`config.mk`:
```
export PLATFORM = sky130hd
export DESIGN_NAME = bus_req_arbiter
export DESIGN_NICKNAME = d
export VERILOG_FILES = /design/src/rtl/bus_req_arbiter.sv
export SDC_FILE = /design/constraint.sdc
export NUM_CORES = 1
export LEC_CHECK = 0
export BUFFER_PORTS_ARGS = -buffer_cell sky130_fd_sc_hd__buf_2
export CORE_MARGIN = 10
export CORE_UTILIZATION = 35
export DETAILED_ROUTE_END_ITERATION = 8
export PLACE_DENSITY = 0.65
export SYNTH_ARGS = -nofsm -noshare
export SYNTH_HDL_FRONTEND = slang
export SYNTH_SLANG_ARGS = --single-unit
```
`constraint.sdc`:
```
create_clock -name clk -period 1.9 [get_ports clk]
set_input_delay 0 -clock clk [delete_from_list [all_inputs] [get_ports clk]]
set_output_delay 0 -clock clk [all_outputs]
set_load 0.05 [all_outputs]
```
`src/rtl/bus_req_arbiter.sv`:
```
// Round-robin arbiter feeding a shared fall-through request FIFO toward the snoop bus.
// Optional per-requester saturating grant counters: define BUS_ARB_GRANT_CNT_EN.
module bus_req_arbiter #(
    parameter int NREQ       = 4,
    parameter int DW         = 4,
    parameter int DEPTH_LOG2 = 2
) (
    input  logic                    clk,
    input  logic                    rst_n,
    input  logic [NREQ-1:0]         req_valid,
    input  logic [NREQ*DW-1:0]      req_data,
    output logic [NREQ-1:0]         req_ready,
    output logic                    out_valid,
    output logic [DW-1:0]           out_data,
    output logic [$clog2(NREQ)-1:0] out_id,
    input  logic                    out_ready,
    output logic [DEPTH_LOG2:0]     q_count,
    output logic                    q_full,
    output logic                    q_empty
`ifdef BUS_ARB_GRANT_CNT_EN
    ,
    input  logic                    cnt_clr,
    output logic [NREQ*8-1:0]       grant_cnt
`endif
);

    localparam int IDW   = $clog2(NREQ);
    localparam int DEPTH = 1 << DEPTH_LOG2;

    typedef logic [IDW-1:0]        id_t;
    typedef logic [DEPTH_LOG2-1:0] ptr_t;
    typedef logic [DEPTH_LOG2:0]   cnt_t;

    // ------------------------------------------------------------------
    // State
    // ------------------------------------------------------------------
    ptr_t            wr_ptr_q, wr_ptr_d;
    ptr_t            rd_ptr_q, rd_ptr_d;
    cnt_t            count_q,  count_d;
    id_t             rr_last_q, rr_last_d;

    logic [DW-1:0]   mem_data_q [DEPTH];
    id_t             mem_id_q   [DEPTH];

    // ------------------------------------------------------------------
    // Arbitration
    // ------------------------------------------------------------------
    logic            grant_any;
    id_t             grant_idx;
    logic [DW-1:0]   push_data;
    logic            push;
    logic            pop;

    assign q_full  = (count_q == cnt_t'(DEPTH));
    assign q_empty = (count_q == '0);

    // NOTE: every variable assigned in always_comb gets a default first,
    // otherwise a path that skips the assignment infers a latch.
    always_comb begin
        grant_any = 1'b0;
        grant_idx = '0;
        req_ready = '0;
        // Search upward from the requester after the last winner; the
        // reset gate keeps a held request from looking accepted in reset.
        if (!q_full && rst_n) begin
            for (int k = 1; k <= NREQ; k++) begin
                if (!grant_any && req_valid[(int'(rr_last_q) + k) % NREQ]) begin
                    grant_any = 1'b1;
                    grant_idx = id_t'((int'(rr_last_q) + k) % NREQ);
                end
            end
        end
        if (grant_any) begin
            req_ready[grant_idx] = 1'b1;
        end
    end

    assign push_data = req_data[int'(grant_idx)*DW +: DW];
    assign push      = grant_any;
    assign pop       = out_valid && out_ready;

    // ------------------------------------------------------------------
    // Queue bookkeeping
    // ------------------------------------------------------------------
    always_comb begin
        wr_ptr_d  = wr_ptr_q;
        rd_ptr_d  = rd_ptr_q;
        count_d   = count_q;
        rr_last_d = rr_last_q;

        if (push) begin
            wr_ptr_d  = wr_ptr_q + ptr_t'(1);
            rr_last_d = grant_idx;
        end
        if (pop) begin
            rd_ptr_d = rd_ptr_q + ptr_t'(1);
        end

        unique case ({push, pop})
            2'b10:   count_d = count_q + cnt_t'(1);
            2'b01:   count_d = count_q - cnt_t'(1);
            default: count_d = count_q;
        endcase
    end

    // NOTE: sequential state uses non-blocking assignments so every flop
    // samples pre-edge values regardless of statement order.
    always_ff @(posedge clk or negedge rst_n) begin
        if (!rst_n) begin
            wr_ptr_q  <= '0;
            rd_ptr_q  <= '0;
            count_q   <= '0;
            rr_last_q <= id_t'(NREQ - 1);
        end else begin
            wr_ptr_q  <= wr_ptr_d;
            rd_ptr_q  <= rd_ptr_d;
            count_q   <= count_d;
            rr_last_q <= rr_last_d;
        end
    end

    // NOTE: storage is left unreset; occupancy is tracked by count_q, so
    // stale contents are never observed and the array maps to plain RAM.
    always_ff @(posedge clk) begin
        if (push) begin
            mem_data_q[wr_ptr_q] <= push_data;
            mem_id_q[wr_ptr_q]   <= grant_idx;
        end
    end

    assign out_valid = !q_empty;
    assign out_data  = mem_data_q[rd_ptr_q];
    assign out_id    = mem_id_q[rd_ptr_q];
    assign q_count   = count_q;

`ifdef BUS_ARB_GRANT_CNT_EN
    // ------------------------------------------------------------------
    // Per-requester saturating grant counters
    // ------------------------------------------------------------------
    logic [7:0] gcnt_q [NREQ];

    always_ff @(posedge clk or negedge rst_n) begin
        if (!rst_n) begin
            for (int i = 0; i < NREQ; i++) begin
                gcnt_q[i] <= '0;
            end
        end else if (cnt_clr) begin
            // Clear wins over a same-cycle accept.
            for (int i = 0; i < NREQ; i++) begin
                gcnt_q[i] <= '0;
            end
        end else if (push && gcnt_q[grant_idx] != 8'hFF) begin
            gcnt_q[grant_idx] <= gcnt_q[grant_idx] + 8'd1;
        end
    end

    always_comb begin
        grant_cnt = '0;
        for (int i = 0; i < NREQ; i++) begin
            grant_cnt[i*8 +: 8] = gcnt_q[i];
        end
    end
`endif

    // ------------------------------------------------------------------
    // Structural invariants
    // ------------------------------------------------------------------
    a_grant_onehot: assert property (@(posedge clk) disable iff (!rst_n)
        $onehot0(req_ready));
    a_count_bound: assert property (@(posedge clk) disable iff (!rst_n)
        count_q <= cnt_t'(DEPTH));
    a_no_push_full: assert property (@(posedge clk) disable iff (!rst_n)
        q_full |-> !push);

endmodule

```
Word-level counts from Yosys, hierarchy flattened

Memory sizes are Yosys's and may differ from the RTL's.
Cells that the tools add are included.

Add/subtract/negate cells: 8
Order comparisons: 6
Equality and inequality tests: 3
Shift operators: 1
Mux-type cells: 31
Bitwise operators: 4
Reduce and logical (&&, ||, !) cells: 17

Operators with widths:

| operator                                                          | number |
|---|---|
| 2-to-1 mux 1 bit                                                  | 19 |
| < comparator 3 x 4 -> 1 bit, second input constant                | 4 |
| variable part select 16 x 5 -> 4 bit                              | 1 |
| 2-to-1 mux 2 bit                                                  | 5 |
| adder 2 x 1 -> 2 bit, second input constant                       | 4 |
| binary-select mux 1 bit (select 2 bit)                            | 4 |
| OR reduction 2 bit                                                | 4 |
| logical AND 1 bit                                                 | 6 |
| one-hot mux 3 bit (2 select lines)                                | 1 |
| zero test 1 bit                                                   | 5 |
| adder 2 bit, second input constant                                | 2 |
| AND 1 bit, first input constant                                   | 4 |
| 2-to-1 mux 4 bit                                                  | 1 |
| adder 3 x 1 -> 3 bit, second input constant                       | 1 |
| == test 3 bit, second input constant                              | 1 |
| zero test 3 bit                                                   | 1 |
| < comparator 2 x 3 -> 1 bit, second input constant                | 1 |
| subtractor 3 x 1 -> 3 bit, second input constant                  | 1 |
| demux 1 bit (select 2 bit)                                        | 1 |
| == test 2 x 1 -> 1 bit, second input constant                     | 1 |
| == test 2 bit, second input constant                              | 1 |
| greater-or-equal comparator 2 x 1 -> 1 bit, second input constant | 1 |
| nonzero test 2 bit                                                | 1 |

Flip-flop bits (word level): 9
Memory bits (writable): 24
Input port bits: 23
Output and inout bits: 16
Memories: 2

Memories:

| memory     | depth | width | read ports | clocked after memory_dff | wr ports | line | source |
|---|---|---|---|---|---|---|---|
| mem_data_q | 4     | 4     | 1          | 0                        | 1        | 42   | `logic [DW-1:0] mem_data_q [DEPTH];` |
| mem_id_q   | 4     | 2     | 1          | 0                        | 1        | 43   | `id_t mem_id_q [DEPTH];` |

Longest topological paths before layout

Gate-level depths: netlist of the first run.

Depth after elaboration: 25
Depth in mapped cells: 9
Depth with buffers taken out: 9

Worst setup path after synthesis of the first run

Ideal clock, no wire load.

Path type: reg-to-output
Start: register count_q[2] (netlist: q_count[2])
End: output req_ready[0]
Arrival: 3.723 ns
Path slack: -1.823 ns
Stages on the path, launching flop included: 6
Path buffers: 0
Cells stage by stage: dfrtp_1 nor3b_1 and2b_2 o21ai_0 nor2_2 nor3_1

Longest elaborated chain between the ends: 9
Elaborated cells between the ends (all ways): 11
Classes of those cells: order compare: 2; eq/ne: 1; mux: 5; reduce/logical: 3

Ends and longest elaborated chain:

| item                                                                                                            | line | source |
|---|---|---|
| start: declaration                                                                                              | 39   | `cnt_t count_q, count_d;` |
| start signal: assignment                                                                                        | 117  | `count_q <= count_d;` |
| == test 3 bit *                                                                                                 | 54   | `assign q_full = (count_q == cnt_t'(DEPTH));` |
| via q_full                                                                                                      | 18   | `output logic q_full,` |
| zero test 1 bit *                                                                                               | 65   | `if (!q_full && rst_n) begin` |
| logical AND 1 bit *                                                                                             | 65   |  |
| 2-to-1 mux 2 bit *                                                                                              | 65   |  |
| via grant_idx[0]                                                                                                | 49   | `id_t grant_idx;` |
| < comparator 2 x 3 -> 1 bit (implied by the code) or greater-or-equal comparator 2 x 1 -> 1 bit (tied branches) | 74   | `req_ready[grant_idx] = 1'b1;` |
| logical AND 1 bit (implied by the code)                                                                         | 74   |  |
| 2-to-1 mux 1 bit (implied by the code)                                                                          | 74   |  |
| demux 1 bit (select 2 bit) *                                                                                    | 74   |  |
| 2-to-1 mux 4 bit *                                                                                              | 73   | `if (grant_any) begin` |
| end: declaration                                                                                                | 12   | `output logic [NREQ-1:0] req_ready,` |

The timed path passes the listed nets; every way through them passes the cells marked *.

Worst setup path after layout of the first run

Start: register rr_last_q[1]
End: memory mem_data_q[3][1], data pin

Longest elaborated chain between the ends: 19
Elaborated cells between the ends (all ways): 34
Classes of those cells: add/sub: 4; shift: 1; mux: 23; reduce/logical: 6

Ends and longest elaborated chain:

| item                                                | line   | source |
|---|---|---|
| start: declaration                                  | 40     | `id_t rr_last_q, rr_last_d;` |
| start signal: assignment                            | 113    | `rr_last_q <= id_t'(NREQ - 1);` |
| start signal: assignment                            | 118    | `rr_last_q <= rr_last_d;` |
| adder 2 x 1 -> 2 bit                                | 67, 69 |  |
| binary-select mux 1 bit (select 2 bit)              | 67     | `if (!grant_any && req_valid[(int'(rr_last_q) + k) % NREQ]) begin` |
| 2-to-1 mux 1 bit (implied by the code) (2 in a row) | 67     |  |
| 2-to-1 mux 1 bit                                    | 67     |  |
| 2-to-1 mux 1 bit                                    | 65     |  |
| zero test 1 bit                                     | 67     |  |
| logical AND 1 bit                                   | 67     |  |
| 2-to-1 mux 1 bit                                    | 67     |  |
| (+3 left out)                                       | n/a    |  |
| 2-to-1 mux 1 bit                                    | 67     |  |
| 2-to-1 mux 1 bit                                    | 65     |  |
| zero test 1 bit                                     | 67     |  |
| logical AND 1 bit                                   | 67     |  |
| 2-to-1 mux 2 bit *                                  | 67     |  |
| 2-to-1 mux 2 bit *                                  | 65     |  |
| variable part select 16 x 5 -> 4 bit *              | 78     | `assign push_data = req_data[int'(grant_idx)*DW +: DW];` |
| via push_data[1]                                    | 50     | `logic [DW-1:0] push_data;` |
| end: declaration                                    | 42     |  |

The timed path passes the listed nets; every way through them passes the cells marked *. The select of a mux whose other input is x is not followed.

==> results by group, run 1 <==
Outcome
  • Outcome: complete, but fails checks
  • Failing checks: setup timing

Detailed routing
  • Via count: 1239
  • Final WL: around 4.3 mm
  • Drt first-iter violations: 44
  • Post-DR wirelength/cell: 16.3 um
  • DRC: 0
  • Pre-antenna DRT Iters: 4
  • DRT antenna net count: 0
  • Via/cell ratio: 4.73

Cells and area
  • N_diodes: 0
  • Share of layout cells above drive strength 1: 61.5%
  • Area growth, synth to finish: 47.3%
  • Final Non-Filler Cells: 262
  • Final Net Count: roughly 220

Clocking
  • CTS sink count: 33
  • Root Buffer: clkbuf_8
  • H-tree Lvls: 2
  • Longest Clk Path Bufs: 2
  • TritonCTS Buffers: 5
  • TritonCTS clock tree: done
  • Worst-path clk slew: 70 ps
  • Clock Latency Late Sink: 280 ps

Run
  • Maxcap violations: 0

GRT
  • Overflow after GRT: 0
  • Initial antenna violation count: 0
  • Vias in the first global route: ~1400
  • Total track usage: 10.9%
  • First-pass GRT wire length: 7.06 mm
  • Largest net degree at the start of global routing: 11

Timing
  • Final setup fails: 22
  • RSZ-0062 raised after global routing: yes
  • Worst setup margin: -125 ps
  • Fin crit share: 107%
  • Final Skew: 5.69 ps
  • Fin. Hold Viols: 0
  • Slew at the pin with the worst max-slew slack: 466 ps
  • FMAX: 494 MHz
  • Tmin final: 2020 ps
  • Max-slew violations: 0
  • Slew HR: 68.9%

Critical path
  • Startpoint types: register
  • CP most frequent cell: mux2i_4
  • CP Max Fanout: 4
  • CP Data Required Time: 1920 ps
  • Slowest cell on crit path: dfstp_2
  • Worst path cell trace: nor2b_2, o22a_1, o311ai_4, buf_6, buf_12, mux2i_4, mux2i_4
  • Kind of critical path: register to register
  • Worst Path Arrival: 2040 ps
  • CP endpoint kind: register
  • CP max stage delay: 570 ps

Placed design
  • Placer Congestion: 0.723
  • Detail Placement HPWL: 3.20 mm
  • Buffers on Ports: 38
  • Dpl cells: 246

Synth
  • Asr flop ratio synth: between 20% and 30%
  • Top_reg_cell synth: edfxtp_1
  • Distinct cells, synth: 39
  • Post-synth EDFFs: 24
  • FF+latch count, synth: 33
  • Register area share after synthesis: 55.0%
  • Cells after Synth: 123
  • Cell Area, Synth: ~1700 um^2
  • Syn Nets: 152
  • Synth Warn #: 0
  • Syn_area_per_cell: approximately 14 um^2

Power
  • PD cells: 1720 nW/um^2
  • Worst VDD drop: 543 uV
  • Final total power: ~4.4 mW
  • Leak Pwr: 1.06 nW

Floorplan
  • Die height: 90.2 um
  • Die X: about 90 um
  • Initial Util: 36.3%
  • I/O Pins: 39
  • Cell Rows: 25
  • Core region area: 4750 um^2
  • Area of the die: 8140 um^2

Hold path
  • Worst hold path class: primary input to register
[cell type report]
class,count,area (um^2)
Tap cell,67,83.8
Sequential cell,33,952
Timing Repair Buffer,70,505
Fill cell,426,2210
Multi-Input combinational cell,72,860
Clock buffer,8,90.1
Inverter,12,50.0
[metal layers]
metal	part of all wire [%]	vias to the layer above	GRT usage (%)
met3	6.5	9	3.49
met1	38	602	11.1
met4	2.4	0	5.70
met5	0	-	0
li1	-	583	-
met2	53	45	19.3
[final timing paths]
path / start / endpoint / slack, ps / cells past startpoint
max: rr_last_q[1]$_DFFE_PN1P_ / mem_data_q[3][1]$_DFFE_PP_ / -120 / 7
min: out_ready / rd_ptr_q[0]$_DFFE_PN0P_ / 160 / 4
max reg2reg: rr_last_q[1]$_DFFE_PN1P_ / mem_data_q[3][1]$_DFFE_PP_ / -120 / 7
min reg2reg: wr_ptr_q[0]$_DFFE_PN0P_ / wr_ptr_q[0]$_DFFE_PN0P_ / 550 / 1
max in group asynchronous: rst_n / rr_last_q[1]$_DFFE_PN1P_ / 1500 / 3
min in group asynchronous: rst_n / q_count[1]$_DFFE_PN0P_ / 180 / 3
[Yosys cell counts (2+ instances only)]
master    instances  share of area [%]
edfxtp_1         24                 42
mux2i_1          13                7.5
inv_1            11                2.4
dfrtp_1           7                 10
nor2_1            7                1.5
mux4_2            6                7.8
ha_1              5                3.6
nand2_1           5                1.1
nor3_1            4                1.2
buf_2             3               0.87
xnor2_1           3                1.5
xor2_1            3                1.5
a21o_1            2               0.87
a21oi_1           2               0.58
and3b_2           2                1.2
dfstp_2           2                3.0
nor3b_1           2               0.87
[worst max-delay path: cells and delay by family, from the launching register on]
kind / cells / cell delay (ps)
AO/OA/AOI/OAI: 2 / 480
buffers and inverters: 2 / 290
flip-flops: 1 / 570
multiplexers: 2 / 360
AND/OR/NAND/NOR: 1 / 50
[layout by cell type (no fill, tap or decap), drive strengths merged, types with 4 or more instances in the layout]
cell type  netlist  routed
buf              5      69
edfxtp          24      24
mux2i           13      13
inv             12      12
clkbuf           1       8
nor2             8       8
dfrtp            7       7
mux4             6       6
nand2            5       5
ha               5       5
nor3             4       4
[report_power, final]
group	total, mW	switching (mW)	internal, mW
sequential	1.28	0.190	1.09
clock	0.532	0.237	0.295
combinational	2.56	1.45	1.11
[what timing repair did]
| item | in CTS | in global routing |
|---|---|---|
| gates resized for setup | 27 | 11 |
| setup endpoints to repair | 32 | 22 |
| hold buffers | 1 | 0 |
| hold endpoints to repair | 9 | 0 |
| pin swaps | 6 | 9 |
| buffers inserted | 7 | 3 |
[registers in the layout (all words and copies together), names as in the netlist]
name	count
mem_id_q	8
q_count	3
mem_data_q	16
rr_last_q	2
wr_ptr_q	2
rd_ptr_q	2
[cells by family (layout without fill, tap and decap cells)]
family / after synthesis / after routing / share of synthesized area [%]
AOI/OAI and AO/OA: 12 / 12 / 7.69
xor gates and xnor gates: 6 / 6 / 3.05
adders and majority gates: 6 / 6 / 4.79
buffers and inverters: 18 / 90 / 4.57
DFF: 33 / 33 / 55.0
muxes: 20 / 20 / 16.0
and+or+nand+nor: 28 / 28 / 8.92
[through the flow]
step	utilization [%]	setup TNS [ps]	instance area, um^2	setup slack [ps]	hold WS (ps)
floorplan	-	-15380	1780	-746	-296
CTS	51.8	-1370	2460	-110	144
global placement	46.9	-988	2230	-98.9	-52.8
global route	53.4	-3280	2540	-191	161
detailed placement	46.9	-2210	2230	-169	-57.6
finish	53.4	-1670	2540	-125	156
Note: power is estimated with default switching activity, not from simulation.
==> inputs of run 2 (changes only) <==
Settings changed: CORE_UTILIZATION 35 to 48, PLACE_DENSITY 0.65 to 0.82.
==> results by group, run 2 (synthesis gave the netlist of run 1 again) <==
Timing
  • Tmin final: 2130 ps (was 2020 ps)
  • Slew at the pin with the worst max-slew slack: 450 ps (was 466 ps)
  • Fin crit share: 112% (was 107%)
  • Fin. Hold Viols: 0 (unchanged)
  • Setup tns final: -3780 ps (was -1670 ps)
  • FMAX: 470 MHz (was 494 MHz)
  • Hold slack: 120 ps (was 156 ps)
  • Final setup fails: 22 (unchanged)
  • Max-slew violations: 0 (unchanged)
  • Final Skew: 4.29 ps (was 5.69 ps)
  • Slew HR: 70.0% (was 68.9%)
  • Worst setup margin: -226 ps (was -125 ps)
  • RSZ-0062 raised after global routing: yes (unchanged)

Cells and area
  • Most common cell after layout, fill and taps aside: buf_2 (unchanged)
  • Largest register FFs: 16 (unchanged)
  • Share of layout cells above drive strength 1: 62.5% (was 61.5%)
  • Final Net Count: 220 (was 223)
  • Reg with most FFs: mem_data_q (unchanged)
  • Commonest non-fill, non-tap cells in the layout: buf_2 (34), edfxtp_1 (24), buf_4 (22) (was buf_2 (34), edfxtp_1 (24), buf_4 (24))
  • Area growth, synth to finish: 48.7% (was 47.3%)
  • N_diodes: 0 (unchanged)

Outcome
  • Outcome: complete, but fails checks (unchanged)
  • Failing checks: setup timing (unchanged)

Floorplan
  • Area of the die: 6390 um^2 (was 8140 um^2)
  • Die X: 80.0 um (was 90.2 um)
  • Core region area: 3420 um^2 (was 4750 um^2)
  • Cell Rows: 21 (was 25)
  • Initial Util: 50.5% (was 36.3%)
  • I/O Pins: 39 (unchanged)
  • Die height: 80.0 um (was 90.2 um)

Clocking
  • TritonCTS clock tree: done (unchanged)
  • Root Buffer: clkbuf_4 (was clkbuf_8)
  • Clock Latency Late Sink: 310 ps (was 280 ps)
  • TritonCTS Buffers: 5 (unchanged)
  • Longest Clk Path Bufs: 2 (unchanged)
  • Worst-path clk slew: 100 ps (was 70 ps)
  • H-tree Lvls: 2 (unchanged)
  • CTS sink count: 33 (unchanged)

Power
  • Leak Pwr: 1.04 nW (was 1.06 nW)
  • PD cells: 1740 nW/um^2 (was 1720 nW/um^2)
  • Worst VDD drop: 1000 uV (was 543 uV)

Detailed routing
  • Final WL: 4.30 mm (was 4.27 mm)
  • DRT antenna net count: 0 (unchanged)
  • Via/cell ratio: 5.29 (was 4.73)
  • Via count: 1259 (was 1239)
  • DRC: 0 (unchanged)
  • Post-DR wirelength/cell: 18.1 um (was 16.3 um)
  • Pre-antenna DRT Iters: 4 (unchanged)
  • Drt first-iter violations: 67 (was 44)

Critical path
  • CP endpoint kind: register (unchanged)
  • CP max stage delay: 610 ps (was 570 ps)
  • CP Max Fanout: 6 (was 4)
  • Worst Setup SP: rr_last_q[1]$_DFFE_PN1P_ (unchanged)
  • Slowest cell on crit path: dfstp_2 (unchanged)
  • Kind of critical path: register to register (unchanged)
  • CP Data Required Time: 1960 ps (was 1920 ps)
  • Cell family with most CP delay: flip-flops (unchanged)
  • Startpoint types: register (unchanged)
  • Buf/Inv on CP: 2 (unchanged)
  • Worst Path Arrival: 2190 ps (was 2040 ps)
  • Worst path cell trace: nor2b_2, o22a_1, o311ai_4, buf_12, buf_12, mux2i_4, mux2i_4 (was nor2b_2, o22a_1, o311ai_4, buf_6, buf_12, mux2i_4, mux2i_4)
  • Worst r2r src: rr_last_q[1]$_DFFE_PN1P_ (unchanged)

GRT
  • Vias in the first global route: 1445 (was 1408)
  • Initial antenna violation count: 0 (unchanged)
  • First-pass GRT wire length: 7.00 mm (was 7.06 mm)
  • Largest net degree at the start of global routing: 11 (unchanged)
  • Total track usage: 14.0% (was 10.9%)
  • Overflow after GRT: 0 (unchanged)

Hold path
  • Worst hold path class: primary input to register (unchanged)
  • HP Start: out_ready (unchanged)

Placed design
  • Detail Placement HPWL: 2.83 mm (was 3.20 mm)
  • Placer Congestion: 0.838 (was 0.723)
  • Buffers on Ports: 38 (unchanged)

Run
  • Maxcap violations: 0 (unchanged)
==> run 2: cell count changes in the layout (fill, tap and decap cells not counted), sizes merged <==
cell and change:
buf -3, clkbuf -2, bufinv +1, clkinv +1
==> run 2: where the power goes <==
group	total, mW	switching, mW	internal (mW)
Combinational	2.68	1.52	1.17
Clock	0.493	0.219	0.274
Sequential	1.29	0.206	1.09
==> run 2: per-layer routing <==
layer	routed length, um	vias to the layer above	track usage (%)
met1	1630	625	14.8
li1	-	581	-
met3	210	8	4.39
met5	0	-	0
met2	2360	45	23.6
met4	102	0	8.98
==> run 2: per-stage QoR <==
stage                     setup slack (ps)  std cells  cell area, um^2  power (mW)  util, %
after CTS                             -197        238             2430        4.25     71.2
after detailed placement              -167        218             2140        3.40     62.6
after floorplan                       -746        123             1780        2.81        -
final                                 -226        238             2570        4.47     75.1
after global placement               -92.5        218             2140        3.30     62.6
after global routing                  -282        238             2570        4.69     75.1
==> run 2: cell type report <==
class	instances	area (um^2)
Clock buffer	6	41.3
Clock inverter	2	33.8
Fill cell	208	850
Inverter	12	50.0
Multi-Input combinational cell	72	943
Sequential cell	33	952
Tap cell	46	57.6
Timing Repair Buffer	67	488
==> run 2: path summary, 6_finish.rpt <==
kind,endpoint,slack [ps],cells after the start
min in group asynchronous,q_count[0]$_DFFE_PN0P_,140,3
worst min register to register,rr_last_q[1]$_DFFE_PN1P_,560,2
worst max-delay path,mem_data_q[0][3]$_DFFE_PP_,-230,7
max in group asynchronous,rr_last_q[0]$_DFFE_PN1P_,1540,3
worst max register to register,mem_data_q[0][3]$_DFFE_PP_,-230,7
worst min-delay path,rd_ptr_q[0]$_DFFE_PN0P_,120,4
==> run 2: tightest hold or removal path, stage by stage <==
cell and delay, ps:
buf_2 80, and2_4 150, buf_4 110, xor2_1 60
==> run 2: what timing repair did <==
item | in CTS | in global routing
setup endpoints to repair | 28 | 32
hold endpoints to repair | 9 | 0
buffers inserted | 10 | 1
gates cloned | 1 | 0
resized for setup | 27 | 21
hold buffers | 1 | 0
pin swaps | 9 | 3
